**config.mk**
```make
export PLATFORM = sky130hd
export DESIGN_NAME = qam16_mapper
export DESIGN_NICKNAME = d
export VERILOG_FILES = /design/src/rtl/qam_pkg.sv /design/src/rtl/sym_fifo.sv /design/src/rtl/qam16_mapper.sv
export SDC_FILE = /design/constraint.sdc
export NUM_CORES = 1
export LEC_CHECK = 0
export ABC_CLOCK_PERIOD_IN_PS = 2600
export CAP_MARGIN = 20
export CORE_MARGIN = 2
export CORE_UTILIZATION = 52
export DETAILED_ROUTE_END_ITERATION = 6
export GPL_TIMING_DRIVEN = 0
export PLACE_DENSITY = 0.78
export RECOVER_POWER = 50
export SLEW_MARGIN = 25
export SYNTH_ARGS = -nofsm -noshare
export SYNTH_HDL_FRONTEND = slang
export SYNTH_SLANG_ARGS = --single-unit
```
**constraint.sdc**
```tcl
create_clock -name clock -period 2.6 [get_ports clock]
set_input_delay 0.52 -clock clock [delete_from_list [all_inputs] [get_ports clock]]
set_output_delay 0.52 -clock clock [all_outputs]
set_load 0.05 [all_outputs]
```
**src/rtl/qam_pkg.sv**
```systemverilog
// Shared 16-QAM definitions: symbol width and the Gray-pair to amplitude-level table.
// The demapper uses the same table.
package qam_pkg;

  localparam int unsigned BITS_PER_SYM = 4;

  // Levels are in units of LEVEL: -3, -1, +1 or +3.
  typedef struct packed {
    logic signed [2:0] i;
    logic signed [2:0] q;
  } qam_sym_t;

  function automatic logic signed [2:0] gray_to_level(input logic [1:0] g);
    logic signed [2:0] lvl;
    unique case (g)
      2'b00:   lvl = -3'sd3;
      2'b01:   lvl = -3'sd1;
      2'b11:   lvl =  3'sd1;
      default: lvl =  3'sd3;
    endcase
    return lvl;
  endfunction

  // I comes from the first two bits received, Q from the last two.
  function automatic qam_sym_t map_nibble(input logic [BITS_PER_SYM-1:0] nib);
    qam_sym_t s;
    s.i = gray_to_level(nib[3:2]);
    s.q = gray_to_level(nib[1:0]);
    return s;
  endfunction

endpackage

```
**src/rtl/sym_fifo.sv**
```systemverilog
// First-word-fall-through symbol FIFO with simultaneous push/pop.
// A push into a full FIFO is accepted only when a pop happens in the same cycle.
module sym_fifo #(
  parameter int unsigned WIDTH = 16,
  parameter int unsigned DEPTH = 4
) (
  input  logic             clk_i,
  input  logic             rst_ni,
  input  logic             push_i,
  input  logic [WIDTH-1:0] data_i,
  input  logic             pop_i,
  output logic [WIDTH-1:0] data_o,
  output logic             full_o,
  output logic             empty_o
);

  localparam int unsigned AW = $clog2(DEPTH);
  localparam int unsigned CW = AW + 1;

  if ((DEPTH < 2) || ((DEPTH & (DEPTH - 1)) != 0)) begin : g_depth_check
    $error("sym_fifo: DEPTH must be a power of two and at least 2");
  end

  logic [WIDTH-1:0] mem_q [DEPTH];
  logic [AW-1:0]    wr_ptr_q, rd_ptr_q;
  logic [CW-1:0]    count_q;
  logic             do_push, do_pop;

  assign empty_o = (count_q == '0);
  assign full_o  = (count_q == CW'(DEPTH));
  assign do_pop  = pop_i & ~empty_o;
  assign do_push = push_i & (~full_o | do_pop);
  assign data_o  = empty_o ? '0 : mem_q[rd_ptr_q];

  always_ff @(posedge clk_i or negedge rst_ni) begin
    if (!rst_ni) begin
      wr_ptr_q <= '0;
      rd_ptr_q <= '0;
      count_q  <= '0;
    end else begin
      if (do_push) wr_ptr_q <= wr_ptr_q + AW'(1);
      if (do_pop)  rd_ptr_q <= rd_ptr_q + AW'(1);
      unique case ({do_push, do_pop})
        2'b10:   count_q <= count_q + CW'(1);
        2'b01:   count_q <= count_q - CW'(1);
        default: count_q <= count_q;
      endcase
    end
  end

  // When full with a simultaneous pop, wr_ptr equals rd_ptr: the head is read out
  // combinationally this cycle and overwritten at the edge.
  always_ff @(posedge clk_i) begin
    if (do_push) mem_q[wr_ptr_q] <= data_i;
  end

endmodule

```
**src/rtl/qam16_mapper.sv**
```systemverilog
// Collects strobed serial bits into 4-bit groups, Gray-maps each group to a signed
// 16-QAM I/Q pair and buffers it for a valid/ready consumer.
module qam16_mapper
  import qam_pkg::*;
#(
  parameter int AMP_W      = 8,
  parameter int LEVEL      = 32,
  parameter int FIFO_DEPTH = 4
) (
  input  logic                    clock,
  input  logic                    reset,
  input  logic                    data_in,
  input  logic                    data_change,
  input  logic                    align,
  input  logic                    sym_ready,
  output logic                    sym_valid,
  output logic signed [AMP_W-1:0] i_out,
  output logic signed [AMP_W-1:0] q_out,
  output logic                    overflow
);

  if ((AMP_W < 3) || (LEVEL < 1) || (3 * LEVEL > 2 ** (AMP_W - 1) - 1)) begin : g_param_check
    $error("qam16_mapper: 3*LEVEL must fit in a signed AMP_W sample");
  end

  logic [1:0]              cnt_q, cnt_d;
  logic [2:0]              shreg_q, shreg_d;
  logic                    overflow_q;
  logic                    push_req;
  logic [BITS_PER_SYM-1:0] nibble;
  qam_sym_t                lvl;
  logic signed [AMP_W-1:0] i_map, q_map;
  logic [2*AMP_W-1:0]      fifo_dout;
  logic                    fifo_full, fifo_empty, pop;

  // align overrides collection; a strobed bit in the same cycle starts the new group.
  always_comb begin
    cnt_d    = cnt_q;
    shreg_d  = shreg_q;
    push_req = 1'b0;
    nibble   = {shreg_q, data_in};
    if (align) begin
      cnt_d   = '0;
      shreg_d = '0;
      if (data_change) begin
        cnt_d   = 2'd1;
        shreg_d = {2'b00, data_in};
      end
    end else if (data_change) begin
      shreg_d = {shreg_q[1:0], data_in};
      if (cnt_q == 2'd3) begin
        push_req = 1'b1;
        cnt_d    = '0;
      end else begin
        cnt_d = cnt_q + 2'd1;
      end
    end
  end

  assign lvl   = map_nibble(nibble);
  assign i_map = AMP_W'(int'($signed(lvl.i)) * LEVEL);
  assign q_map = AMP_W'(int'($signed(lvl.q)) * LEVEL);

  always_ff @(posedge clock or negedge reset) begin
    if (!reset) begin
      cnt_q      <= '0;
      shreg_q    <= '0;
      overflow_q <= 1'b0;
    end else begin
      cnt_q   <= cnt_d;
      shreg_q <= shreg_d;
      if (push_req && fifo_full && !pop) overflow_q <= 1'b1;
    end
  end

  sym_fifo #(
    .WIDTH (2 * AMP_W),
    .DEPTH (FIFO_DEPTH)
  ) u_fifo (
    .clk_i   (clock),
    .rst_ni  (reset),
    .push_i  (push_req),
    .data_i  ({i_map, q_map}),
    .pop_i   (sym_ready),
    .data_o  (fifo_dout),
    .full_o  (fifo_full),
    .empty_o (fifo_empty)
  );

  assign sym_valid = ~fifo_empty;
  assign pop       = sym_valid & sym_ready;
  assign i_out     = fifo_dout[2*AMP_W-1:AMP_W];
  assign q_out     = fifo_dout[AMP_W-1:0];
  assign overflow  = overflow_q;

endmodule

```
-- Word-level counts from Yosys, hierarchy flattened
Memory sizes are Yosys's and may differ from the RTL's.
Cells that the tools add are included.
- register bits: 13
- memory bits (writable): 24
- input port bits: 6
- output and inout port bits: 18
- logic and storage cells: 49
- memories kept: 1
- memories (memory ; words ; bits a word ; read ports ; clocked after Yosys merged registers in ; wr ports ; RTL line ; text):
    u_fifo.mem_q ; 4 ; 6 ; 1 ; 0 ; 1 ; sym_fifo.sv:24 ; logic [WIDTH-1:0] mem_q [DEPTH];
- add/subtract/negate cells: 5
- eq/ne operators: 8
- muxes and demuxes: 16
- bitwise logic cells: 5
- reductions and logical operators: 8
- operators with widths (operator ; count):
    one-hot mux 3 bit (3 select lines) ; 2
    two-way mux 16 bit ; 1
    == test 2 bit, second input constant ; 4
    two-way mux 1 bit ; 7
    adder 2 x 1 -> 2 bit, second input constant ; 3
    == test 2 x 1 -> 1 bit, second input constant ; 3
    two-way mux 2 bit ; 3
    two-way mux 3 bit ; 2
    one-hot mux 3 bit (2 select lines) ; 1
    zero test 2 bit ; 2
    nonzero test 2 bit ; 2
    adder 3 x 1 -> 3 bit, second input constant ; 1
    == test 3 bit, second input constant ; 1
    zero test 3 bit ; 1
    subtractor 3 x 1 -> 3 bit, second input constant ; 1
    bitwise AND 1 bit ; 2
    logical AND 1 bit ; 2
    NOT 1 bit ; 2
    zero test 1 bit ; 1
    OR 1 bit ; 1

-- Depth between registers and ports, before layout
Gate-level depths: netlist (run 1).
- depth in word-level cells: 7
- gate-level depth with buffers: 10
- mapped depth without buffers: 10

-- Modules after synthesis
From an unflattened synthesis (run 1), not the netlist that was laid out.
- cells, all modules: 191
- area, all modules: 3301.9 um^2
- by module, submodules not included (module ; times used ; cells an instance ; area each (um^2) ; seq. area each (um^2)):
    sym_fifo ; 1 ; 156 ; 2946.6 ; 2097.0
    qam16_mapper ; 1 ; 35 ; 355.3 ; 150.1

-- Least setup slack after synthesis (run 1)
No wires, ideal clock.
- kind: input port to flip-flop
- start: input port sym_ready
- end: register u_fifo.count_q[2]
- setup time: 79 ps
- arrival: 1925 ps
- required time: 2521 ps
- setup slack: 596 ps
- cell stages on the path: 9
- path buffers: 0
- cells stage by stage: nor4b_2 > nor3_2 > inv_1 > ha_1 > inv_1 > fa_1 > xor2_1 > nor2_1 > xor2_1
- word-level cells in the longest chain between the ends: 5
- elaborated cells on any way between the ends: 7
- classes of those cells: eq/ne: 2; mux: 1; bitwise: 3; reduce/logical: 1
- ends and longest elaborated chain (what ; RTL line ; text):
    start, declared ; qam16_mapper.sv:15 ; input logic sym_ready,
    bitwise AND 1 bit * ; sym_fifo.sv:31 ; assign do_pop = pop_i & ~empty_o;
    OR 1 bit ; sym_fifo.sv:32 ; assign do_push = push_i & (~full_o | do_pop);
    bitwise AND 1 bit ; sym_fifo.sv:32 ;
    == test 2 x 1 -> 1 bit / == test 2 bit (equally long branches) ; sym_fifo.sv:43 ; unique case ({do_push, do_pop})
    one-hot mux 3 bit (2 select lines) / nonzero test 2 bit (equally long branches) ; -- ;
    end signal, assigned ; sym_fifo.sv:44 ; 2'b10: count_q <= count_q + CW'(1);
    end signal, assigned ; sym_fifo.sv:45 ; 2'b01: count_q <= count_q - CW'(1);
    end signal, assigned ; sym_fifo.sv:46 ; default: count_q <= count_q;
    end, declared ; sym_fifo.sv:26 ; logic [CW-1:0] count_q;
Mark *: on every way between the ends. The rest lies on a longest branch, timed or not.
A chain may end at the register's enable or synchronous reset.

-- Worst setup path after layout (run 1)
- start: register u_fifo.count_q[1]
- end: output port sym_valid
- word-level cells in the longest chain between the ends: 2
- ends and longest elaborated chain (what ; RTL line ; text):
    zero test 3 bit ; sym_fifo.sv:29 ; assign empty_o = (count_q == '0);
    NOT 1 bit ; qam16_mapper.sv:90 ; assign sym_valid = ~fifo_empty;
    end, declared ; qam16_mapper.sv:16 ; output logic sym_valid,
No other way between the ends.

==> metrics.txt, run 1 <==
Synth area leaders edfxtp_1 (33%), dfrtp_1 (22%), ha_1 (8.5%), buf_4 (6.7%), mux4_2 (6.1%); fmax 403 MHz; Worst EP required 2080 ps; max_cap viols 0; commonest non-fill, non-tap cell in the layout edfxtp_1; total track usage 0.142; Ys Warns 0; TritonCTS clock tree yes; Avg Inst Size Synth 13.3 um^2; share of cells above drive strength 1 0.216; H-tree depth 2; root buf cell clkbuf_4; count of different cell masters after synthesis 26; kind of start point of the critical path register; fill count 215; antenna violations before repair 0; Cell Rows 19; max incr delay on CP 690 ps; Initial Util 0.541; clk buf depth 2; Area Overhead vs Synth 16.5%; cts-stage hold buffer count 0; number of remaining DRC errors 0; fin crit share 0.954; via count 798; Buffers on Ports 12; TritonCTS Buffers 5; hold violation total from the final report 0; Worst-Margin Slew 564 ps; CP Capture Type primary output; Post-DRT Antenna Nets 0; IO Pins 24; Max VDD drop 0.794 mV; nets@finish 155; post-synth top area share 0.328; final setup violating endpoints 0; Arrival @ worst endpoint 1960 ps; vias in the first global route 800; fin util 0.630; CP max stage cell clkdlybuf4s50_1; largest net degree at the start of global routing 14; DRT Wirelength 2.01 mm; Lkg Pwr 0.760 nW; PwrDens 960 nW/um^2; DR vias/cell 4.69; number of DRC markers in iteration 0 17; total iterations of the first detailed-routing run 4; fin crit period 2480 ps; Placer Congestion 0.676; die span in y 57.1 um; most frequent cells in the layout edfxtp_1 (16), buf_4 (13), dfrtp_1 (13); sequential area share after synthesis 0.550; worst skew pair latency 310 ps; die width 57.1 um; ANT cells 0; Placed Instances 162; fin. max-slew vios 0; Mapped Cells 110; outcome finished clean; CTS clk-pin slew, worst paths 90 ps; netlist area before placement 1470 um^2; crit path kind reg2out; clk sinks 29; crit-path cells or3_1, buf_6, clkdlybuf4s50_1; hold crit path type reg2reg; hpwl dp 1.57 mm; Post-Route Skew 11.7 ps; RSZ-0062 raised after global routing no; Avg WL per Cell 11.8 um; hold slack 460 ps; grt total ovfl 0; CP max FO 9; Yosys reg bits 29; Non-Filler Instances 170; cell type with the largest total area after synthesis edfxtp_1; first-pass GRT wire length 3.40 mm; Slew headroom 0.623; setup_tns 0 ps; DIE AREA 3260 um^2; core area 2710 um^2
synthesized netlist by cell type:
cell	number
ha_1	10
buf_6	1
buf_4	13
conb_1	1
fa_1	1
nor4b_2	1
a22o_1	1
o21ai_0	2
xor2_1	3
inv_1	10
and2_4	1
nand2_1	4
dfrtp_1	13
and2_1	8
a21o_1	1
mux2_2	1
or2_2	2
nor3_2	1
buf_2	1
nor2_1	7
or3_1	1
nand3_1	1
edfxtp_1	16
mux4_2	4
xnor2_1	3
mux2i_1	3
worst paths after layout:
kind / end / slack [ps] / startpoint / cells past startpoint
worst min register to register: overflow$_DFFE_PN0P_ / 460 / overflow$_DFFE_PN0P_ / 1
worst max-delay path: sym_valid / 120 / u_fifo.count_q[1]$_DFFE_PN0P_ / 3
worst max register to register: u_fifo.count_q[2]$_DFFE_PN0P_ / 480 / u_fifo.count_q[1]$_DFFE_PN0P_ / 9
min in group asynchronous: shreg_q[2]$_DFFE_PN0P_ / 630 / reset / 1
worst min-delay path: overflow$_DFFE_PN0P_ / 460 / overflow$_DFFE_PN0P_ / 1
max in group asynchronous: u_fifo.count_q[0]$_DFFE_PN0P_ / 1600 / reset / 1
worst max-delay path, delay by kind of cell, from the launching register on:
family	cells	cell delay, ps
AND/OR/NAND/NOR	1	390
flip-flops	1	420
buffers and inverters	2	840
report_power, final:
| part | internal, W | switching [W] | leakage [nW] | total [W] |
|---|---|---|---|---|
| clock | 0.000133 | 0.000137 | 0.0326 | 0.000270 |
| combinational | 0.000290 | 0.000454 | 0.422 | 0.000745 |
| sequential | 0.000557 | 0.0000661 | 0.305 | 0.000623 |
timing repair:
item | CTS | global route
setup buffers | 0 | 0
setup endpoints to repair | 6 | 0
gates resized for setup | 6 | 0
cell families (layout without fill, tap and decap cells):
family          after synthesis  count (layout)  share of synthesized area
flops                        29              29                      0.550
simple gates                 26              26                      0.102
fa+ha+maj                    11              11                     0.0991
xor+xnor                      6               6                     0.0359
other cells                   1              10                    0.00256
mux                           8               8                     0.0897
compound gates                4               4                     0.0179
buf+inv                      25              45                      0.103
metal layers:
| metal | up-vias | wire (um) | track usage |
|---|---|---|---|
| li1 | 401 | - | - |
| met1 | 368 | 817 | 0.153 |
| met2 | 25 | 1030 | 0.246 |
| met3 | 4 | 125 | 0.0431 |
| met4 | 0 | 36 | 0.0797 |
| met5 | - | 0 | 0 |
state kept, by name, indices dropped and copies added (netlist names):
register         count
overflow             1
u_fifo.rd_ptr_q      2
u_fifo.wr_ptr_q      2
cnt_q                2
u_fifo.count_q       3
u_fifo.mem_q        16
shreg_q              3
layout make-up:
type	instances	area, um^2	share of cell area
sequential	29	806	0.472
buffer	15	114	0.0667
clock buffer	8	58.8	0.0345
inverter	10	37.5	0.0220
timing repair buffer	12	113	0.0660
multi-input combinational	65	539	0.316
tap	31	38.8	0.0227
per-stage QoR:
stage | setup slack, ps | cell area, um^2 | power, W
global route | 19.0 | 1710 | 0.00175
CTS | 92.0 | 1710 | 0.00166
global placement | -19.1 | 1660 | 0.00141
detailed placement | -81.8 | 1660 | 0.00143
finish | 119 | 1710 | 0.00164
floorplan | 596 | 1500 | 0.00123
Power figures use the tool's default switching activity.
==> inputs of run 2 (changes only) <==
- CELL_PAD_IN_SITES_DETAIL_PLACEMENT: unset -> 0
- CELL_PAD_IN_SITES_GLOBAL_PLACEMENT: unset -> 1
- PLACE_DENSITY: 0.78 -> unset
- PLACE_DENSITY_LB_ADDON: unset -> 0.1
- SLEW_MARGIN: 25 -> unset
- SYNTH_HIERARCHICAL: unset -> 1
==> run 2 against run 1 <==
Effect of this change:
- non-clock buffer count rose by 4
- die area grew 110%
- final area increased by 130%
- synthesized cell count increased by 74%
- area after synthesis grew 130%
- sequential power is 140% higher
- critical endpoint is now q_out[6]
- wire length rose to 2.5 times the previous value
- worst setup slack lost 39 ps
- power rose by 150%
- highest routed layer unchanged
- critical path depth increased by 1
- global-route usage rose by 2.0 points
==> metrics.txt, run 2 <==
outcome finished clean; CP max FO 10; number of remaining DRC errors 0; top-count cell post-synth edfxtp_1; fin. max-slew vios 0; cell type with the largest total area after synthesis edfxtp_1; max reg flops 64; pre-CTS setup slack -284 ps; most used flip-flop cell after synthesis edfxtp_1; Post-synth ARST share 0.169; CP Capture Type primary output; RSZ-0062 raised after global routing no; setup_tns 0 ps; Initial Util 0.529; TritonCTS clock tree yes; hold violation total from the final report 0; final worst slack 79.8 ps; final setup violating endpoints 0; CTS clk-pin slew, worst paths 80 ps; Ys Warns 6; Post-Route Skew 7.15 ps; post-synth top area share 0.582; count of different cell masters after synthesis 39; netlist area before placement 3300 um^2; grt total ovfl 0; Buffers on Ports 22; Synth area leaders edfxtp_1 (58%), mux4_2 (11%), dfrtp_1 (9.9%), ha_1 (3.4%), and2_1 (3.0%); hpwl dp 3.28 mm; kind of start point of the critical path register; Avg WL per Cell 14.5 um; fmax 397 MHz; Max VDD drop 0.684 mV; Area Overhead vs Synth 19.3%; DIE AREA 7000 um^2; Lkg Pwr 1.54 nW; antenna violations before repair 0; die span in y 83.7 um; first-pass GRT wire length 8.55 mm; sequential area share after synthesis 0.681; DR vias/cell 4.82; DRT Wirelength 5.10 mm; fin util 0.631; fin crit share 0.969; share of cells above drive strength 1 0.240; Yosys reg bits 77; Largest Register u_fifo/mem_q; commonest non-fill, non-tap cell in the layout edfxtp_1; Tot Pwr 0.00408 W; vias in the first global route 1,767; total iterations of the first detailed-routing run 4; fill count 478; Slew headroom 0.587; Worst EP required 2080 ps; H-tree depth 3; hold crit path type in2reg; PwrDens 1040 nW/um^2; die width 83.7 um; fin crit period 2520 ps; nets@finish 286; Post-synth EDFFs 64; via count 1,695; IO Pins 24; root buf cell clkbuf_8; number of DRC markers in iteration 0 97; Post-DRT Antenna Nets 0; Largest regs u_fifo/mem_q: 64 flops, shreg_q: 3 flops, u_fifo/count_q: 3 flops; largest net degree at the start of global routing 17; TritonCTS Buffers 9; Post-synth top cells edfxtp_1 (64), and2_1 (16), mux4_2 (16), dfrtp_1 (13), inv_1 (13); Arrival @ worst endpoint 2000 ps; worst skew pair latency 330 ps; crit path kind reg2out; total track usage 0.162; Cell Rows 29; max_cap viols 0; Placer Congestion 0.655; ANT cells 0; clk sinks 77; clk buf depth 2; Worst-Margin Slew 617 ps; most frequent cells in the layout edfxtp_1 (64), conb_1 (48), mux4_2 (16), and2_1 (16); core area 6240 um^2; Mapped Cells 191; Avg Inst Size Synth 17.3 um^2
run 2: repair_timing:
item / CTS / global route
hold buffers: 0 / 0
gates resized for setup: 67 / 7
setup buffers: 0 / 0
pin swaps: 0 / 0
cloned: 0 / 0
setup endpoints to repair: 17 / 4
run 2: final timing paths:
| check | startpoint | end | slack [ps] | depth (start not counted) |
|---|---|---|---|---|
| min reg2reg | overflow$_DFFE_PN0P_ | overflow$_DFFE_PN0P_ | 470 | 1 |
| min | data_change | shreg_q[0]$_DFFE_PN0P_ | 430 | 2 |
| max reg2reg | cnt_q[0]$_DFFE_PN0P_ | u_fifo/count_q[1]$_DFFE_PN0P_ | 190 | 9 |
| min in group asynchronous | reset | overflow$_DFFE_PN0P_ | 640 | 1 |
| max in group asynchronous | reset | shreg_q[2]$_DFFE_PN0P_ | 1570 | 1 |
| max | u_fifo/count_q[0]$_DFFE_PN0P_ | q_out[6] | 80 | 4 |
run 2: worst max-delay path, stage by stage (launching register included):
cell             delay, ps
dfrtp_1                440
or3_2                  500
clkbuf_2               210
and2_1                 180
clkdlybuf4s15_2        330
run 2: metrics by stage:
step | area, um^2 | hold WS (ps) | instances
2_1_floorplan | 3470 | 224 | 237
3_3_place_gp | 3790 | 457 | 336
3_5_place_dp | 3790 | 463 | 336
4_1_cts | 3950 | 422 | 352
5_1_grt | 3940 | 440 | 352
6_report | 3940 | 432 | 352
run 2: where the power goes:
part           total [W]  internal, W  switching (W)
Combinational    0.00183     0.000683        0.00114
Sequential       0.00148      0.00141      0.0000631
Clock           0.000779     0.000349       0.000430
run 2: layer usage:
metal,up-vias,track usage,share of wire
met1,838,0.219,0.45
met4,0,0.0748,0.017
met2,29,0.257,0.50
met5,-,0,0
li1,819,-,-
met3,9,0.0317,0.028
run 2: kinds of logic after synthesis:
family          synth area share
other cells              0.00227
flops                      0.681
mux                        0.123
compound gates            0.0330
fa+ha+maj                 0.0402
xor+xnor                  0.0133
buf+inv                   0.0330
simple gates              0.0750
run 2: layout make-up:
| class | count | area, um^2 | share of cell area |
|---|---|---|---|
| flip-flops and latches | 77 | 2250 | 0.571 |
| multi-input cells | 138 | 1110 | 0.283 |
| repair buffers | 22 | 188 | 0.0476 |
| clock buffers | 9 | 124 | 0.0314 |
| well taps | 77 | 96.3 | 0.0245 |
| plain buffers | 9 | 70.1 | 0.0178 |
| clock inverters | 7 | 51.3 | 0.0130 |
| inverters | 13 | 48.8 | 0.0124 |
==> inputs of run 3 (changes only) <==
- ABC_CLOCK_PERIOD_IN_PS: 2600 -> unset
- TNS_END_PERCENT: unset -> 10
==> run 3 against run 2 <==
Effect of this change:
- register-to-register slack hardly changed
- power is 0.43% higher
- clock skew hardly changed
- clock power hardly changed
- non-clock buffer count stayed put
- wire length is 0.41% higher
- worst setup slack worse by 60 ps
- global-route usage hardly changed
- final area is 0.70% higher
- critical path depth stayed put
- die area stayed put
- largest cell class unchanged
==> metrics.txt, run 3 (synthesized netlist as in run 2, its figures left out) <==
Cell Rows 29; max incr delay on CP 500 ps; TritonCTS Buffers 9; number of DRC markers in iteration 0 86; fin util 0.636; CP Capture Type primary output; clk buf depth 2; hold violation total from the final report 0; CTS clk-pin slew, worst paths 80 ps; most frequent cells in the layout edfxtp_1 (64), conb_1 (48), mux4_2 (16), and2_1 (16); fin crit period 2580 ps; vias in the first global route 1,765; max reg flops 64; Max VDD drop 0.663 mV; fill count 479; TritonCTS clock tree yes; total iterations of the first detailed-routing run 4; CP max stage cell or3_2; fmax 388 MHz; Placer Congestion 0.655; Worst EP required 2080 ps; DIE AREA 7000 um^2; Avg WL per Cell 14.6 um; Lkg Pwr 1.55 nW; area occupied by multi-input gates 1110 um^2; Post-Route Skew 7.53 ps; Largest regs u_fifo/mem_q: 64 flops, shreg_q: 3 flops, u_fifo/count_q: 3 flops; cts-stage hold buffer count 0; Arrival @ worst endpoint 2060 ps; Tot Pwr 0.00410 W; die width 83.7 um; Worst-Margin Slew 618 ps; kind of start point of the critical path register; hold slack 434 ps; hold crit path type in2reg; number of remaining DRC errors 0; fin. max-slew vios 0; first-pass GRT wire length 8.56 mm; IO Pins 24; max_cap viols 0; FF+latch area 2250 um^2; Initial Util 0.529; largest net degree at the start of global routing 17; total track usage 0.162; crit-path leading delay family simple AND/OR/NAND/NOR gates; grt total ovfl 0; die span in y 83.7 um; Buffers on Ports 22; CP max FO 10; buffer and inverter count on the worst path 2; Largest Register u_fifo/mem_q; hpwl dp 3.28 mm; share of cells above drive strength 1 0.218; Area Overhead vs Synth 20.1%; final setup violating endpoints 0; setup_tns 0 ps; worst skew pair latency 330 ps; H-tree depth 3; # Post-CTS Setup Buffers 0; commonest non-fill, non-tap cell in the layout edfxtp_1; crit-path cells or3_2, clkbuf_2, and2_1, dlygate4sd2_1; ANT cells 0; Slew headroom 0.587; RSZ-0062 raised after global routing yes; core area 6240 um^2; DRT Wirelength 5.12 mm; PwrDens 1030 nW/um^2; outcome finished clean; root buf cell clkbuf_8; antenna violations before repair 0; nets@finish 286; Post-DRT Antenna Nets 0; clk sinks 77; DR vias/cell 4.82; crit path kind reg2out; fin crit share 0.992; via count 1,695
-- run 3: changes by cell type in the layout (fill, tap and decap cells not counted) --
cell / before / now
clkbuf_1: 2 / 1
buf_2: 9 / 3
dlygate4sd2_1: 0 / 7
-- run 3: timing repair --
action                                  4_1_cts  5_1_grt
endpoints found under the setup margin       17       17
cloned                                        0        0
resized for setup                            41        7
-- run 3: layout make-up --
cell class | count | share of cell area
buffer | 9 | 0.0180
clock buffer | 9 | 0.0312
clock inverter | 7 | 0.0129
inverter | 13 | 0.0123
multi-input combinational | 138 | 0.281
sequential | 77 | 0.567
tap | 77 | 0.0243
timing repair buffer | 22 | 0.0539
-- run 3: power by group --
group,switching (W),internal (W)
Combinational,0.00114,0.000703
Sequential,0.0000632,0.00141
Clock,0.000429,0.000349
Total,0.00163,0.00247
-- run 3: path summary, 6_finish.rpt --
check | slack (ps) | endpoint | startpoint | cells after the start
setup / recovery | 20 | q_out[2] | u_fifo/count_q[0]$_DFFE_PN0P_ | 4
hold / removal | 430 | shreg_q[0]$_DFFE_PN0P_ | data_change | 2
setup reg to reg | 200 | u_fifo/count_q[1]$_DFFE_PN0P_ | cnt_q[0]$_DFFE_PN0P_ | 9
hold reg to reg | 470 | overflow$_DFFE_PN0P_ | overflow$_DFFE_PN0P_ | 1
max in group asynchronous | 1570 | shreg_q[2]$_DFFE_PN0P_ | reset | 1
min in group asynchronous | 640 | overflow$_DFFE_PN0P_ | reset | 1
-- run 3: per-layer routing --
layer	track usage	wire length, um	vias to the layer above
met2	0.257	2600	19
met1	0.218	2310	851
met4	0.0748	72	0
met3	0.0336	139	8
li1	-	-	817
met5	0	0	-
-- run 3: per-stage QoR --
step           instance area (um^2)  setup WS (ps)  instances
2_1_floorplan                  3470            366        237
3_3_place_gp                   3790           -269        336
3_5_place_dp                   3790           -284        336
4_1_cts                        3980          -42.8        352
5_1_grt                        3970          -83.3        352
6_report                       3970           19.5        352
